**src/rtl/uart_pkg.sv**
```systemverilog
`default_nettype none
// ============================================================================
// Module      : uart_pkg
// Description : Shared UART definitions: receiver/transmitter state encoding,
//               the legal oversampling ratios and a helper that maps any other
//               ratio onto the default one.
// Revision    : 1.0 - initial release
// ============================================================================
package uart_pkg;

    // Frame state encoding, shared by the RX and TX engines.
    typedef enum logic [3:0] {
        ST_IDLE   = 4'd0,
        ST_START  = 4'd1,
        ST_DATA   = 4'd2,
        ST_PARITY = 4'd3,
        ST_STOP   = 4'd4
    } uart_state_e;

    localparam logic [5:0] c_prescale_8  = 6'd8;
    localparam logic [5:0] c_prescale_16 = 6'd16;
    localparam logic [5:0] c_prescale_32 = 6'd32;

    // Anything other than 16 or 32 oversamples per bit runs at 8.
    function automatic logic [5:0] legal_prescale(input logic [5:0] prescale);
        case (prescale)
            c_prescale_16: legal_prescale = c_prescale_16;
            c_prescale_32: legal_prescale = c_prescale_32;
            default:       legal_prescale = c_prescale_8;
        endcase
    endfunction

endpackage
`default_nettype wire

```
**src/rtl/uart_rx_sampler.sv**
```systemverilog
`default_nettype none
// ============================================================================
// Module      : uart_rx_sampler
// Description : Bit-period edge counter and 2-of-3 majority sampler. The
//               counter runs 0..prescale-1 and wraps; the line is sampled at
//               the three counts around mid-bit and voted.
// Revision    : 1.0 - initial release
// ============================================================================
module uart_rx_sampler
    import uart_pkg::*;
(
    input  logic       CLK,
    input  logic       RST,
    input  logic       i_clear,
    input  logic       i_enable,
    input  logic [5:0] i_prescale,
    input  logic       i_rx,
    output logic       sampled_bit,
    output logic       bit_done
);

    logic [5:0] r_edge_cnt;
    logic [2:0] r_samples;
    logic [5:0] w_half;
    logic       w_last;

    assign w_half = {1'b0, i_prescale[5:1]};
    assign w_last = (r_edge_cnt == (i_prescale - 6'd1));

    // Edge counter: restarts on a new frame, otherwise wraps once per bit.
    always_ff @(posedge CLK or negedge RST) begin
        if (!RST) begin
            r_edge_cnt <= '0;
        end else if (i_clear) begin
            r_edge_cnt <= '0;
        end else if (i_enable) begin
            r_edge_cnt <= w_last ? 6'd0 : (r_edge_cnt + 6'd1);
        end
    end

    // Capture the line at the three mid-bit counts for the vote.
    always_ff @(posedge CLK or negedge RST) begin
        if (!RST) begin
            r_samples <= '0;
        end else if (i_enable && !i_clear) begin
            if (r_edge_cnt == (w_half - 6'd1)) r_samples[0] <= i_rx;
            if (r_edge_cnt == w_half)          r_samples[1] <= i_rx;
            if (r_edge_cnt == (w_half + 6'd1)) r_samples[2] <= i_rx;
        end
    end

    // The vote is settled well before the last count of the bit, where it is used.
    assign sampled_bit = (r_samples[0] & r_samples[1]) |
                         (r_samples[0] & r_samples[2]) |
                         (r_samples[1] & r_samples[2]);

    // bit_done is deliberately independent of i_clear: the top derives its
    // frame-restart decision from bit_done.
    assign bit_done = i_enable && w_last;

endmodule
`default_nettype wire

```
**src/rtl/uart_rx.sv**
```systemverilog
`default_nettype none
// ============================================================================
// Module      : uart_rx
// Description : Oversampling UART receiver. Start bit, DATA_WIDTH bits LSB
//               first, optional even/odd parity, one stop bit. Presents the
//               payload with a one-cycle valid pulse on error-free frames.
// Revision    : 1.0 - initial release
// ============================================================================
module uart_rx
    import uart_pkg::*;
#(
    parameter int DATA_WIDTH = 8
) (
    input  logic                  CLK,
    input  logic                  RST,
    input  logic                  RX_IN,
    input  logic [5:0]            Prescale,
    input  logic                  PAR_EN,
    input  logic                  PAR_TYP,
    output logic [DATA_WIDTH-1:0] P_DATA,
    output logic                  Data_Valid,
    output logic                  Par_Err,
    output logic                  Stp_Err
);

    localparam int c_cnt_w = $clog2(DATA_WIDTH + 1);

    uart_state_e           r_state;
    uart_state_e           w_next_state;
    logic [5:0]            r_prescale;
    logic                  r_par_en;
    logic                  r_par_typ;
    logic [DATA_WIDTH-1:0] r_shift;
    logic [DATA_WIDTH-1:0] r_p_data;
    logic [c_cnt_w-1:0]    r_bit_cnt;
    logic                  r_data_valid;
    logic                  r_par_err;
    logic                  r_stp_err;
    logic                  w_sampled_bit;
    logic                  w_bit_done;
    logic                  w_start;
    logic                  w_frame_ok;
    logic                  w_last_data;
    logic                  w_exp_parity;

    uart_rx_sampler u_sampler (
        .CLK         (CLK),
        .RST         (RST),
        .i_clear     (w_start),
        .i_enable    (r_state != ST_IDLE),
        .i_prescale  (r_prescale),
        .i_rx        (RX_IN),
        .sampled_bit (w_sampled_bit),
        .bit_done    (w_bit_done)
    );

    assign w_last_data  = (r_bit_cnt == c_cnt_w'(DATA_WIDTH - 1));
    assign w_exp_parity = r_par_typ ? ~(^r_shift) : (^r_shift);

    // State register.
    always_ff @(posedge CLK or negedge RST) begin
        if (!RST) begin
            r_state <= ST_IDLE;
        end else begin
            r_state <= w_next_state;
        end
    end

    // Next-state logic. The last edge of a good stop bit also acts as the
    // first IDLE decision, so a start bit that follows immediately loses no cycle.
    always_comb begin
        w_next_state = r_state;
        w_frame_ok   = 1'b0;
        w_start      = 1'b0;
        case (r_state)
            ST_IDLE: begin
                if (!RX_IN) begin
                    w_start      = 1'b1;
                    w_next_state = ST_START;
                end
            end
            ST_START: begin
                if (w_bit_done) begin
                    w_next_state = w_sampled_bit ? ST_IDLE : ST_DATA;
                end
            end
            ST_DATA: begin
                if (w_bit_done && w_last_data) begin
                    w_next_state = r_par_en ? ST_PARITY : ST_STOP;
                end
            end
            ST_PARITY: begin
                if (w_bit_done) begin
                    w_next_state = ST_STOP;
                end
            end
            ST_STOP: begin
                if (w_bit_done) begin
                    w_frame_ok = w_sampled_bit && !r_par_err;
                    if (w_frame_ok && !RX_IN) begin
                        w_start      = 1'b1;
                        w_next_state = ST_START;
                    end else begin
                        w_next_state = ST_IDLE;
                    end
                end
            end
            default: begin
                w_next_state = ST_IDLE;
            end
        endcase
    end

    // Frame configuration is frozen at the start of each frame.
    always_ff @(posedge CLK or negedge RST) begin
        if (!RST) begin
            r_prescale <= c_prescale_8;
            r_par_en   <= 1'b0;
            r_par_typ  <= 1'b0;
        end else if (w_start) begin
            r_prescale <= legal_prescale(Prescale);
            r_par_en   <= PAR_EN;
            r_par_typ  <= PAR_TYP;
        end
    end

    // Payload shift register (LSB arrives first) and data-bit counter.
    always_ff @(posedge CLK or negedge RST) begin
        if (!RST) begin
            r_shift   <= '0;
            r_bit_cnt <= '0;
        end else if (w_start) begin
            r_bit_cnt <= '0;
        end else if ((r_state == ST_DATA) && w_bit_done) begin
            r_shift   <= {w_sampled_bit, r_shift[DATA_WIDTH-1:1]};
            r_bit_cnt <= r_bit_cnt + 1'b1;
        end
    end

    // Error flags: cleared when a frame starts, sticky until the next one.
    always_ff @(posedge CLK or negedge RST) begin
        if (!RST) begin
            r_par_err <= 1'b0;
            r_stp_err <= 1'b0;
        end else if (w_start) begin
            r_par_err <= 1'b0;
            r_stp_err <= 1'b0;
        end else begin
            if ((r_state == ST_PARITY) && w_bit_done && (w_sampled_bit != w_exp_parity)) begin
                r_par_err <= 1'b1;
            end
            if ((r_state == ST_STOP) && w_bit_done && !w_sampled_bit) begin
                r_stp_err <= 1'b1;
            end
        end
    end

    // Hand the payload over only for frames with good parity and stop bit.
    always_ff @(posedge CLK or negedge RST) begin
        if (!RST) begin
            r_p_data     <= '0;
            r_data_valid <= 1'b0;
        end else begin
            r_data_valid <= w_frame_ok;
            if (w_frame_ok) begin
                r_p_data <= r_shift;
            end
        end
    end

    assign P_DATA     = r_p_data;
    assign Data_Valid = r_data_valid;
    assign Par_Err    = r_par_err;
    assign Stp_Err    = r_stp_err;

endmodule
`default_nettype wire

```
**config.mk**
```make
export PLATFORM = sky130hd
export DESIGN_NAME = uart_rx
export DESIGN_NICKNAME = d
export VERILOG_FILES = /design/src/rtl/uart_pkg.sv /design/src/rtl/uart_rx_sampler.sv /design/src/rtl/uart_rx.sv
export SDC_FILE = /design/constraint.sdc
export NUM_CORES = 1
export LEC_CHECK = 0
export ABC_AREA = 1
export BUFFER_PORTS_ARGS = -buffer_cell sky130_fd_sc_hd__buf_2
export CORE_ASPECT_RATIO = 0.5
export CORE_MARGIN = 3
export CORE_UTILIZATION = 35
export CTS_BUF_LIST = sky130_fd_sc_hd__clkbuf_4
export CTS_CLUSTER_DIAMETER = 30
export CTS_CLUSTER_SIZE = 10
export DETAILED_ROUTE_END_ITERATION = 12
export HOLD_SLACK_MARGIN = 0.02
export SLEW_MARGIN = 20
export SYNTH_ARGS = -nofsm -noshare
export SYNTH_HDL_FRONTEND = slang
export SYNTH_SLANG_ARGS = --single-unit
```
**constraint.sdc**
```tcl
create_clock -name CLK -period 2.4 [get_ports CLK]
set_clock_uncertainty 0.05 [all_clocks]
set_input_delay 0.24 -clock CLK [delete_from_list [all_inputs] [get_ports CLK]]
set_output_delay 0.24 -clock CLK [all_outputs]
set_load 0.02 [all_outputs]
```
# Word level (Yosys, flattened, before mapping)
# Cells that the tools add are included.
[totals]
ff_bits = 44
latch_bits = 0
mem_bits_rw = 0
mem_bits_ro = 0
inputBits = 11
out_inout_bits = 11
word_cells = 95
mem_count = 0
[classes]
n_addsub = 5
n_mul = 0
n_div = 0
n_lt_le_gt_ge = 0
eq_ne = 17
n_shift = 0
muxes = 26
bitwise = 7
n_reduce_logical = 26
[ops]
columns = ["op", "n"]
rows = [
  ["$mux W4", 7],
  ["$pmux W4 S5", 1],
  ["$eq A6 B6 Y1", 3],
  ["$mux W6", 3],
  ["$pmux W6 S2", 1],
  ["$mux W1", 11],
  ["$logic_and A1 B1 Y1", 10],
  ["$ne A2 B2 Y1 const B", 5],
  ["$eq A4 B2 Y1 const B", 2],
  ["$eq A4 B3 Y1 const B", 2],
  ["$reduce_and A2 Y1", 4],
  ["$reduce_bool A2 Y1", 4],
  ["$reduce_xor A8 Y1", 1],
  ["$add A5 B1 Y6 const B", 1],
  ["$add A6 B1 Y6 const B", 1],
  ["$eq A6 B5 Y1", 1],
  ["$eq A6 B5 Y1 const B", 1],
  ["$eq A6 B6 Y1 const B", 1],
  ["$sub A5 B1 Y6 const B", 1],
  ["$sub A6 B1 Y6 const B", 1],
  ["$reduce_and A5 Y1", 1],
  ["$add A4 B1 Y4 const B", 1],
  ["$eq A4 B1 Y1 const B", 1],
  ["$logic_not A1 Y1", 4],
  ["other kinds (9)", 13],
]

# Logic depth before layout (Yosys ltp)
# Gate-level depths: netlist (run 1).
[depth]
depth_word = 11
mapped_depth = 12
mapped_depth_nobuf = 11

# By module
# A second synthesis (run 1) with hierarchy kept.
[unflattened]
hier_cells = 373
area_unflattened_um2 = 2607.5
[modules_own_cells]
columns = ["module", "n_inst", "cells_per_inst", "area_per_inst_um2"]
rows = [
  ["uart_rx", 1, 183, 1541.5],
  ["uart_rx_sampler", 1, 190, 1066.0],
]

# Worst setup path after synthesis (run 1)
# No wires, ideal clock.
[synth_path]
path_type = "register -> register"
from = "reg r_prescale[3]"
to = "reg r_p_data[6], in the netlist P_DATA[6]"
setup_time_ps = 119
arrival_time_ps = 1774
t_required_ps = 2231
slack_ps = 457
stages_incl_launch_ff = 11
synth_period_minus_slack_ps = 1943
path_cell_list = "dfstp_2 inv_1 ha_1 xnor2_1 nor2_4 nand2_4 inv_4 nand3b_4 buf_6 nand2_2 o21ai_2"
[synth_between]
elab_chain_cells = 5
[synth_lines]
columns = ["element", "line", "text"]
rows = [
  ["start, declared", "uart_rx.sv:30", "logic [5:0] r_prescale;"],
  ["start signal, assigned", "uart_rx.sv:117", "r_prescale <= c_prescale_8;"],
  ["start signal, assigned", "uart_rx.sv:121", "r_prescale <= legal_prescale(Prescale);"],
  ["$sub A6 B1 Y6", "uart_rx_sampler.sv:28", "assign w_last = (r_edge_cnt == (i_prescale - 6'd1));"],
  ["$eq A6 B6 Y1", "uart_rx_sampler.sv:28", ""],
  ["$logic_and A1 B1 Y1", "uart_rx_sampler.sv:59", "assign bit_done = i_enable && w_last;"],
  ["$mux W1", "uart_rx.sv:98", "if (w_bit_done) begin"],
  ["$mux W1", "uart_rx.sv:75", "case (r_state)"],
  ["end signal, assigned", "uart_rx.sv:166", "r_p_data <= r_shift;"],
  ["end, declared", "uart_rx.sv:34", "logic [DATA_WIDTH-1:0] r_p_data;"],
]
# No other way between the ends.
# A chain may end at the register's enable or synchronous reset.

# Worst setup path in the final report (run 1)
[layout_path]
from = "reg r_prescale[3]"
to = "reg r_bit_cnt[3]"
[layout_between]
elab_chain_cells = 6
elab_cells_between_ends = 8
[layout_lines]
columns = ["element", "line", "text"]
rows = [
  ["$sub A6 B1 Y6 (*)", "uart_rx_sampler.sv:28", ""],
  ["$eq A6 B6 Y1 (*)", "uart_rx_sampler.sv:28", ""],
  ["$logic_and A1 B1 Y1 (*)", "uart_rx_sampler.sv:59", ""],
  ["$mux W1", "uart_rx.sv:98", ""],
  ["$pmux W1 S2", "uart_rx.sv:75", ""],
  ["$mux W4 or $reduce_bool A2 Y1 (tied branches)", "-", ""],
  ["end signal, assigned", "uart_rx.sv:136", "r_bit_cnt <= r_bit_cnt + 1'b1;"],
  ["end, declared", "uart_rx.sv:35", "logic [c_cnt_w-1:0] r_bit_cnt;"],
]
# Every way passes the cells marked *; elsewhere a longest branch is shown, timed or not.

==> impl_metrics.py, run 1 <==
metrics = {
    "global_routing": {
        "grt_start_max_net_pins": 41,
        "antenna_found_initial": 0,
        "grt_pass1_vias": 1807,
        "grt_pass1_wl_mm": 7.85,
        "grt_use_total_pct": 12.3,
        "gr-total-overflow": 0,
    },
    "synth": {
        "avgSynthCellArea_um2": 7.74,
        "synth_top_area_cell": "dfrtp_1",
        "synth_warnings": 0,
        "synth.area.top_cells": "dfrtp_1, nand2_1, inv_1",
        "netlist_area_um2": 2370,
        "netlist_instances": 307,
        "ys_seq_elements": 40,
        "synth.distinct_cells": 32,
        "synth_seq_area_share_pct": 42.2,
        "synth_top_area_share_pct": 41.1,
        "syn_nets": 323,
    },
    "clock_network": {
        "cts_setup_buffers": 0,
        "htreeDepth": 2,
        "clk_pin_slew_ps": 110,
        "clock-sinks": 40,
        "clkLatencyLatePin_ps": 340,
        "numCtsBuffers": 5,
        "clk_path_buf_depth": 2,
        "cts-root-buf": "clkbuf_4",
        "tritoncts": "built",
    },
    "route": {
        "drt-pass1-iter-count": 4,
        "drt_iter0_markers": 59,
        "vias": 1938,
        "wl_per_cell_um": 10.9,
        "viasPerCell": 4.60,
        "final_antenna_net_count": 0,
        "routed_wl_mm": 4.58,
        "drc": 0,
    },
    "sta": {
        "report.final.slew_viol_count": 0,
        "setup_viol": 0,
        "rsz0062_at_grt": "no",
        "max_freq_mhz": 460,
        "worst_pin_slew_ps": 910,
        "slew-limit-headroom_pct": 39.3,
        "fin_tns_setup_ps": 0,
        "fin_crit_ps": 2170,
        "fin_crit_sh_pct": 90.6,
        "hold_slack_ps": 59.1,
        "hold_viol": 0,
    },
    "critical_path": {
        "crit_chain": "inv_1 > ha_1 > xnor2_1 > nor2_4 > nand3_2 > nand2_4 > inv_1 > nand3b_1 > nand2_1",
        "crit_family": "simple AND/OR/NAND/NOR gates",
        "cp-end-kind": "flip-flop",
        "slowest_stage": "dfstp_2",
        "rrSetupSlack_ps": 230,
        "critPathLaunchType": "flip-flop",
        "crit_top_cell": "inv_1",
        "worst-path-max-fanout": 15,
        "crit_arrival_ps": 2360,
        "max_stage_delay_ps": 550,
        "crit_buf_inv": 2,
        "critPathKind": "reg2reg",
        "cp.required_ps": 2590,
    },
    "cells_and_area": {
        "drive_above_1_share_pct": 17.7,
        "diodes": 0,
        "multi_input_area_um2": 1160,
        "final.fill_count": 659,
        "seq_area_um2": 1000,
        "fin_nets": 349,
        "area_growth_pct": 9.80,
    },
    "place": {
        "port_buffers": 21,
        "gp_congestion": 0.815,
        "hpwl_mm": 3.46,
    },
    "floorplanning": {
        "start_util_pct": 37.7,
        "dieWidth_um": 122,
        "die-area_um2": 7870,
        "coreArea_um2": 6310,
        "die_h_um": 64.2,
        "fp-row-count": 20,
        "boundaryPins": 22,
    },
    "power_and_ir_drop": {
        "p_leak_uw": 0.00136,
        "p_per_area_nw_per_um2": 773,
        "vdd.ir_drop.worst_mv": 0.184,
    },
    "flow_run": {
        "maxCapViolCount": 0,
    },
    "outcome": {
        "status": "complete, no violations",
    },
    "hold_path": {
        "hp-class": "in2reg",
    },
}
worst register-to-register path, cell delays in order (launching register included):
cell	delay [ps]
dfstp_2	550
inv_1	90
ha_1	340
xnor2_1	170
nor2_4	170
nand3_2	190
nand2_4	240
inv_1	110
nand3b_1	110
nand2_1	50
kinds of logic after synthesis:
| logic type | share of synthesized area [%] |
|---|---|
| AOI/OAI and AO/OA | 9.59 |
| xor gates and xnor gates | 3.74 |
| adders and majority gates | 2.63 |
| buffers and inverters | 9.11 |
| DFF | 42.2 |
| and+or+nand+nor | 32.7 |
synthesized netlist by cell type (all sizes together):
master and instances:
a21oi 7, buf 4, clkbuf 1, dfrtp 39
dfstp 1, ha 5, inv 43, nand2 112
nand3 18, nand3b 3, nand4 8, nor2 20
nor3 4, nor3b 2, o21ai 31, or2 1
xnor2 1, xor2 7
sequential cells by signal, indices dropped and copies added (netlist names), 3 cells and up:
name / flops
r_bit_cnt: 4
u_sampler.r_samples: 3
r_prescale: 3
r_shift: 8
r_state: 3
u_sampler.r_edge_cnt: 6
P_DATA: 8
where the power goes:
group	total, µW	internal (µW)	switching [µW]
combinational	834	282	552
sequential	866	778	87.4
clock	315	103	213
per-layer routing:
layer / up-vias / share of wire [%] / global-route usage, %
met5: - / 0 / 0
met2: 33 / 44 / 20.7
met3: 7 / 3.1 / 2.65
met4: 0 / 1.3 / 3.35
met1: 878 / 52 / 16.1
li1: 1020 / - / -
final timing paths:
kind / to / cells after the start / start
setup / recovery: r_bit_cnt[3] / 9 / r_prescale[3]
hold / removal: r_par_en / 3 / PAR_EN
setup reg to reg: r_bit_cnt[3] / 9 / r_prescale[3]
hold reg to reg: u_sampler.r_samples[1] / 2 / u_sampler.r_samples[1]
max in group asynchronous: r_prescale[4] / 2 / RST
min in group asynchronous: Data_Valid / 2 / RST
through the flow:
stage	utilization (%)	worst slack (ps)	cell area (µm²)	total power, µW	instances
floorplan	-	457	2370	1550	307
global placement	40.5	307	2550	1680	413
detailed placement	40.5	246	2550	1700	413
CTS	41.3	234	2610	2040	421
global route	41.3	56.8	2610	2210	421
finish	41.3	226	2610	2010	421
placed cells by master, fill, tap and decap left out, types with 2 or more instances in the layout:
| master | count |
|---|---|
| a21oi_1 | 7 |
| clkinv_1 | 2 |
| nor2_2 | 2 |
| nor3_1 | 3 |
| ha_1 | 5 |
| clkbuf_4 | 5 |
| nand3_1 | 16 |
| xor2_1 | 6 |
| nor2_1 | 16 |
| nand2_2 | 6 |
| o21ai_2 | 10 |
| nand3_2 | 2 |
| nor3b_1 | 2 |
| nand2_1 | 104 |
| buf_4 | 2 |
| buf_2 | 21 |
| inv_1 | 41 |
| nand3b_1 | 2 |
| nand2_4 | 2 |
| nand4_1 | 8 |
| o21ai_0 | 20 |
| dfrtp_1 | 39 |
| nor2_4 | 2 |
cell type report:
class,instances,area share (%)
multi-input cells,219,44.3
flip-flops and latches,40,38.4
inverters,43,6.29
repair buffers,24,4.99
well taps,88,4.22
clock buffers,5,1.44
clock inverters,2,0.288
what timing repair did:
item | 4_1_cts | 5_1_grt
hold buffers | 1 | 0
gates resized for setup | 0 | 0
endpoints found under the hold margin | 39 | 0
(Power assumes the default switching activity.)
==> run 2: changes to the inputs <==
--- a/config.mk
+++ b/config.mk
@@ -5,7 +5,7 @@
 export SDC_FILE = /design/constraint.sdc
 export NUM_CORES = 1
 export LEC_CHECK = 0
-export ABC_AREA = 1
+export ABC_AREA = 0
 export BUFFER_PORTS_ARGS = -buffer_cell sky130_fd_sc_hd__buf_2
 export CORE_ASPECT_RATIO = 0.5
 export CORE_MARGIN = 3
==> run 2 against run 1 <==
Compared with the run above: synthesized cell count shrank 38%; critical path type unchanged; combinational power is 10% lower; clock power up 5%; synthesized area shrank 11%; global-route usage grew 0.55 points; maximum frequency is 7.6% lower; sequential cell count unchanged; utilization up 2.2 points; power grew 0.17%.
==> impl_metrics.py, run 2 <==
metrics = {
    "cells_and_area": {
        "final_cell_mix": "dfrtp_1, buf_2, mux2_2",
        "drive_above_1_share_pct": 32.0,
        "fin_nets": 238,
        "area_growth_pct": 16.9,
        "final_common_cell": "dfrtp_1",
        "post_layout_nonfiller_instances": 295,
        "diodes": 0,
        "stdcell_area_um2": 2460,
    },
    "global_routing": {
        "met1_usage_pct": 17.0,
        "grt_pass1_wl_mm": 6.87,
        "grt.met3_usage_pct": 3.88,
        "use_met2_pct": 20.1,
        "antenna_found_initial": 0,
        "grt_pass1_vias": 1422,
        "grt_start_max_net_pins": 41,
        "gr-total-overflow": 0,
        "grt_busiest_layer": "met2",
        "grt_use_total_pct": 12.9,
    },
    "sta": {
        "hold_viol": 0,
        "max_freq_mhz": 425,
        "hold_slack_ps": 65.7,
        "fin_tns_setup_ps": 0,
        "layout_setup_ws_ps": 48.2,
        "fin_crit_ps": 2350,
        "report.final.slew_viol_count": 0,
        "slew-limit-headroom_pct": 40.2,
        "rsz0062_at_grt": "yes",
        "fin_crit_sh_pct": 98.0,
        "worst_pin_slew_ps": 897,
        "setup_viol": 0,
    },
    "floorplanning": {
        "die_h_um": 60.9,
        "fp-row-count": 19,
        "die-area_um2": 7040,
        "boundaryPins": 22,
        "start_util_pct": 37.2,
        "coreArea_um2": 5660,
        "dieWidth_um": 116,
    },
    "synth": {
        "syn_nets": 205,
        "avgSynthCellArea_um2": 11.1,
        "synth_top_area_share_pct": 46.3,
        "synth.distinct_cells": 43,
        "synthArstFlopShare_pct": 100,
        "synth_seq_area_share_pct": 47.6,
        "synth_warnings": 0,
        "netlist_instances": 189,
        "ys_seq_elements": 40,
        "synth_common_cells": "dfrtp_1, mux2_2, xnor2_1",
        "synth.most_common_cell": "dfrtp_1",
        "netlist_area_um2": 2110,
        "synth_edf_count": 0,
        "synth_flop_cell": "dfrtp_1",
        "synth_top_area_cell": "dfrtp_1",
        "synth.area.top_cells": "dfrtp_1, mux2_2, xnor2_1",
    },
    "place": {
        "postPlaceCellArea_um2": 2380,
        "port_buffers": 21,
        "dp_cells": 286,
        "pre_cts_slack_ps": 4.40,
        "hpwl_mm": 2.90,
        "gp_congestion": 0.791,
    },
    "clock_network": {
        "tritoncts": "built",
        "cts-root-buf": "clkbuf_4",
        "clk_path_buf_depth": 2,
        "clock-sinks": 40,
        "clkLatencyLatePin_ps": 350,
        "numCtsBuffers": 5,
        "htreeDepth": 2,
        "clk_pin_slew_ps": 120,
    },
    "critical_path": {
        "rrSetupSlack_ps": 50,
        "critPathKind": "reg2reg",
        "slowest_stage": "dfstp_2",
        "critPathLaunchType": "flip-flop",
        "cp.required_ps": 2600,
        "r2r-start": "r_prescale[3]",
        "worstSetupStartpoint": "r_prescale[3]",
        "crit_arrival_ps": 2550,
        "cp-end-kind": "flip-flop",
        "max_stage_delay_ps": 560,
        "crit_chain": "inv_2 > ha_4 > xnor2_4 > nor4_4 > nand2_2 > a2111oi_4 > buf_4 > mux2_2",
        "worst-path-max-fanout": 5,
    },
    "route": {
        "drc": 0,
        "final_antenna_net_count": 0,
        "drt_iter0_markers": 96,
        "drt-pass1-iter-count": 5,
        "vias": 1489,
        "viasPerCell": 5.05,
        "wl_per_cell_um": 13.7,
        "routed_wl_mm": 4.05,
    },
    "hold_path": {
        "hp-class": "in2reg",
        "min-delay-start": "PAR_EN",
    },
    "power_and_ir_drop": {
        "p_per_area_nw_per_um2": 819,
        "vdd.ir_drop.worst_mv": 0.265,
        "p_leak_uw": 0.00114,
    },
    "flow_run": {
        "maxCapViolCount": 0,
    },
    "outcome": {
        "status": "complete, no violations",
    },
}
## run 2: cell count changes after synthesis, moves of 6 or more
cell and change:
o21ai_2 -10, nand2_1 -92, nand3_1 -9, o21ai_0 -6, mux2_2 +20, xnor2_1 +14, inv_1 -36, nand4_1 -7
## run 2: path summary, 6_finish.rpt
path	to	cells past startpoint
min in group asynchronous	u_sampler.r_edge_cnt[5]	2
min reg2reg	P_DATA[5]	1
min	r_par_en	2
max	r_prescale[5]	8
max in group asynchronous	Data_Valid	2
max reg2reg	r_prescale[5]	8
## run 2: layout make-up
class                           instances  area (µm²)
Clock inverter                          2        12.5
Sequential cell                        40        1000
Tap cell                               73        91.3
Fill cell                             547        3190
Inverter                                5        18.8
Timing Repair Buffer                   35         225
Clock buffer                            5        37.5
Multi-Input combinational cell        135        1080
## run 2: critical path: cells and delay by family (launching register included)
kind	cells	cell delay [ps]
flops	1	560
simple gates	2	360
mux	1	330
compound gates	1	310
buf+inv	2	250
fa+ha+maj	1	240
xor+xnor	1	150
## run 2: timing repair
item,4_1_cts,5_1_grt
resized for setup,0,2
pin swaps,1,0
hold buffers,1,0
setup endpoints to repair,2,22
cloned,0,0
setup buffers,1,1
endpoints found under the hold margin,39,0
## run 2: through the flow
stage	total power [µW]	utilization, %
after floorplan	1480	-
after global placement	1660	42.1
after detailed placement	1680	42.1
after CTS	2040	43.3
after global routing	2180	43.5
final	2020	43.5
## run 2: cells by family after synthesis
family	count (synthesis)	synth area share [%]
muxes	23	12.2
adders and majority gates	6	3.44
and+or+nand+nor	53	13.6
xor gates and xnor gates	24	10.7
DFF	40	47.6
buffers and inverters	14	3.15
AOI/OAI and AO/OA	29	9.38
## run 2: report_power, final
part	total (µW)	internal (µW)	switching, µW
clock network	331	107	224
registers	937	778	159
logic	750	384	366
total	2020	1270	750
## run 2: per-layer routing
metal,up-vias,part of all wire (%)
li1,730,-
met1,725,49
met2,26,46
met3,8,3.3
met4,0,1.8
met5,-,0
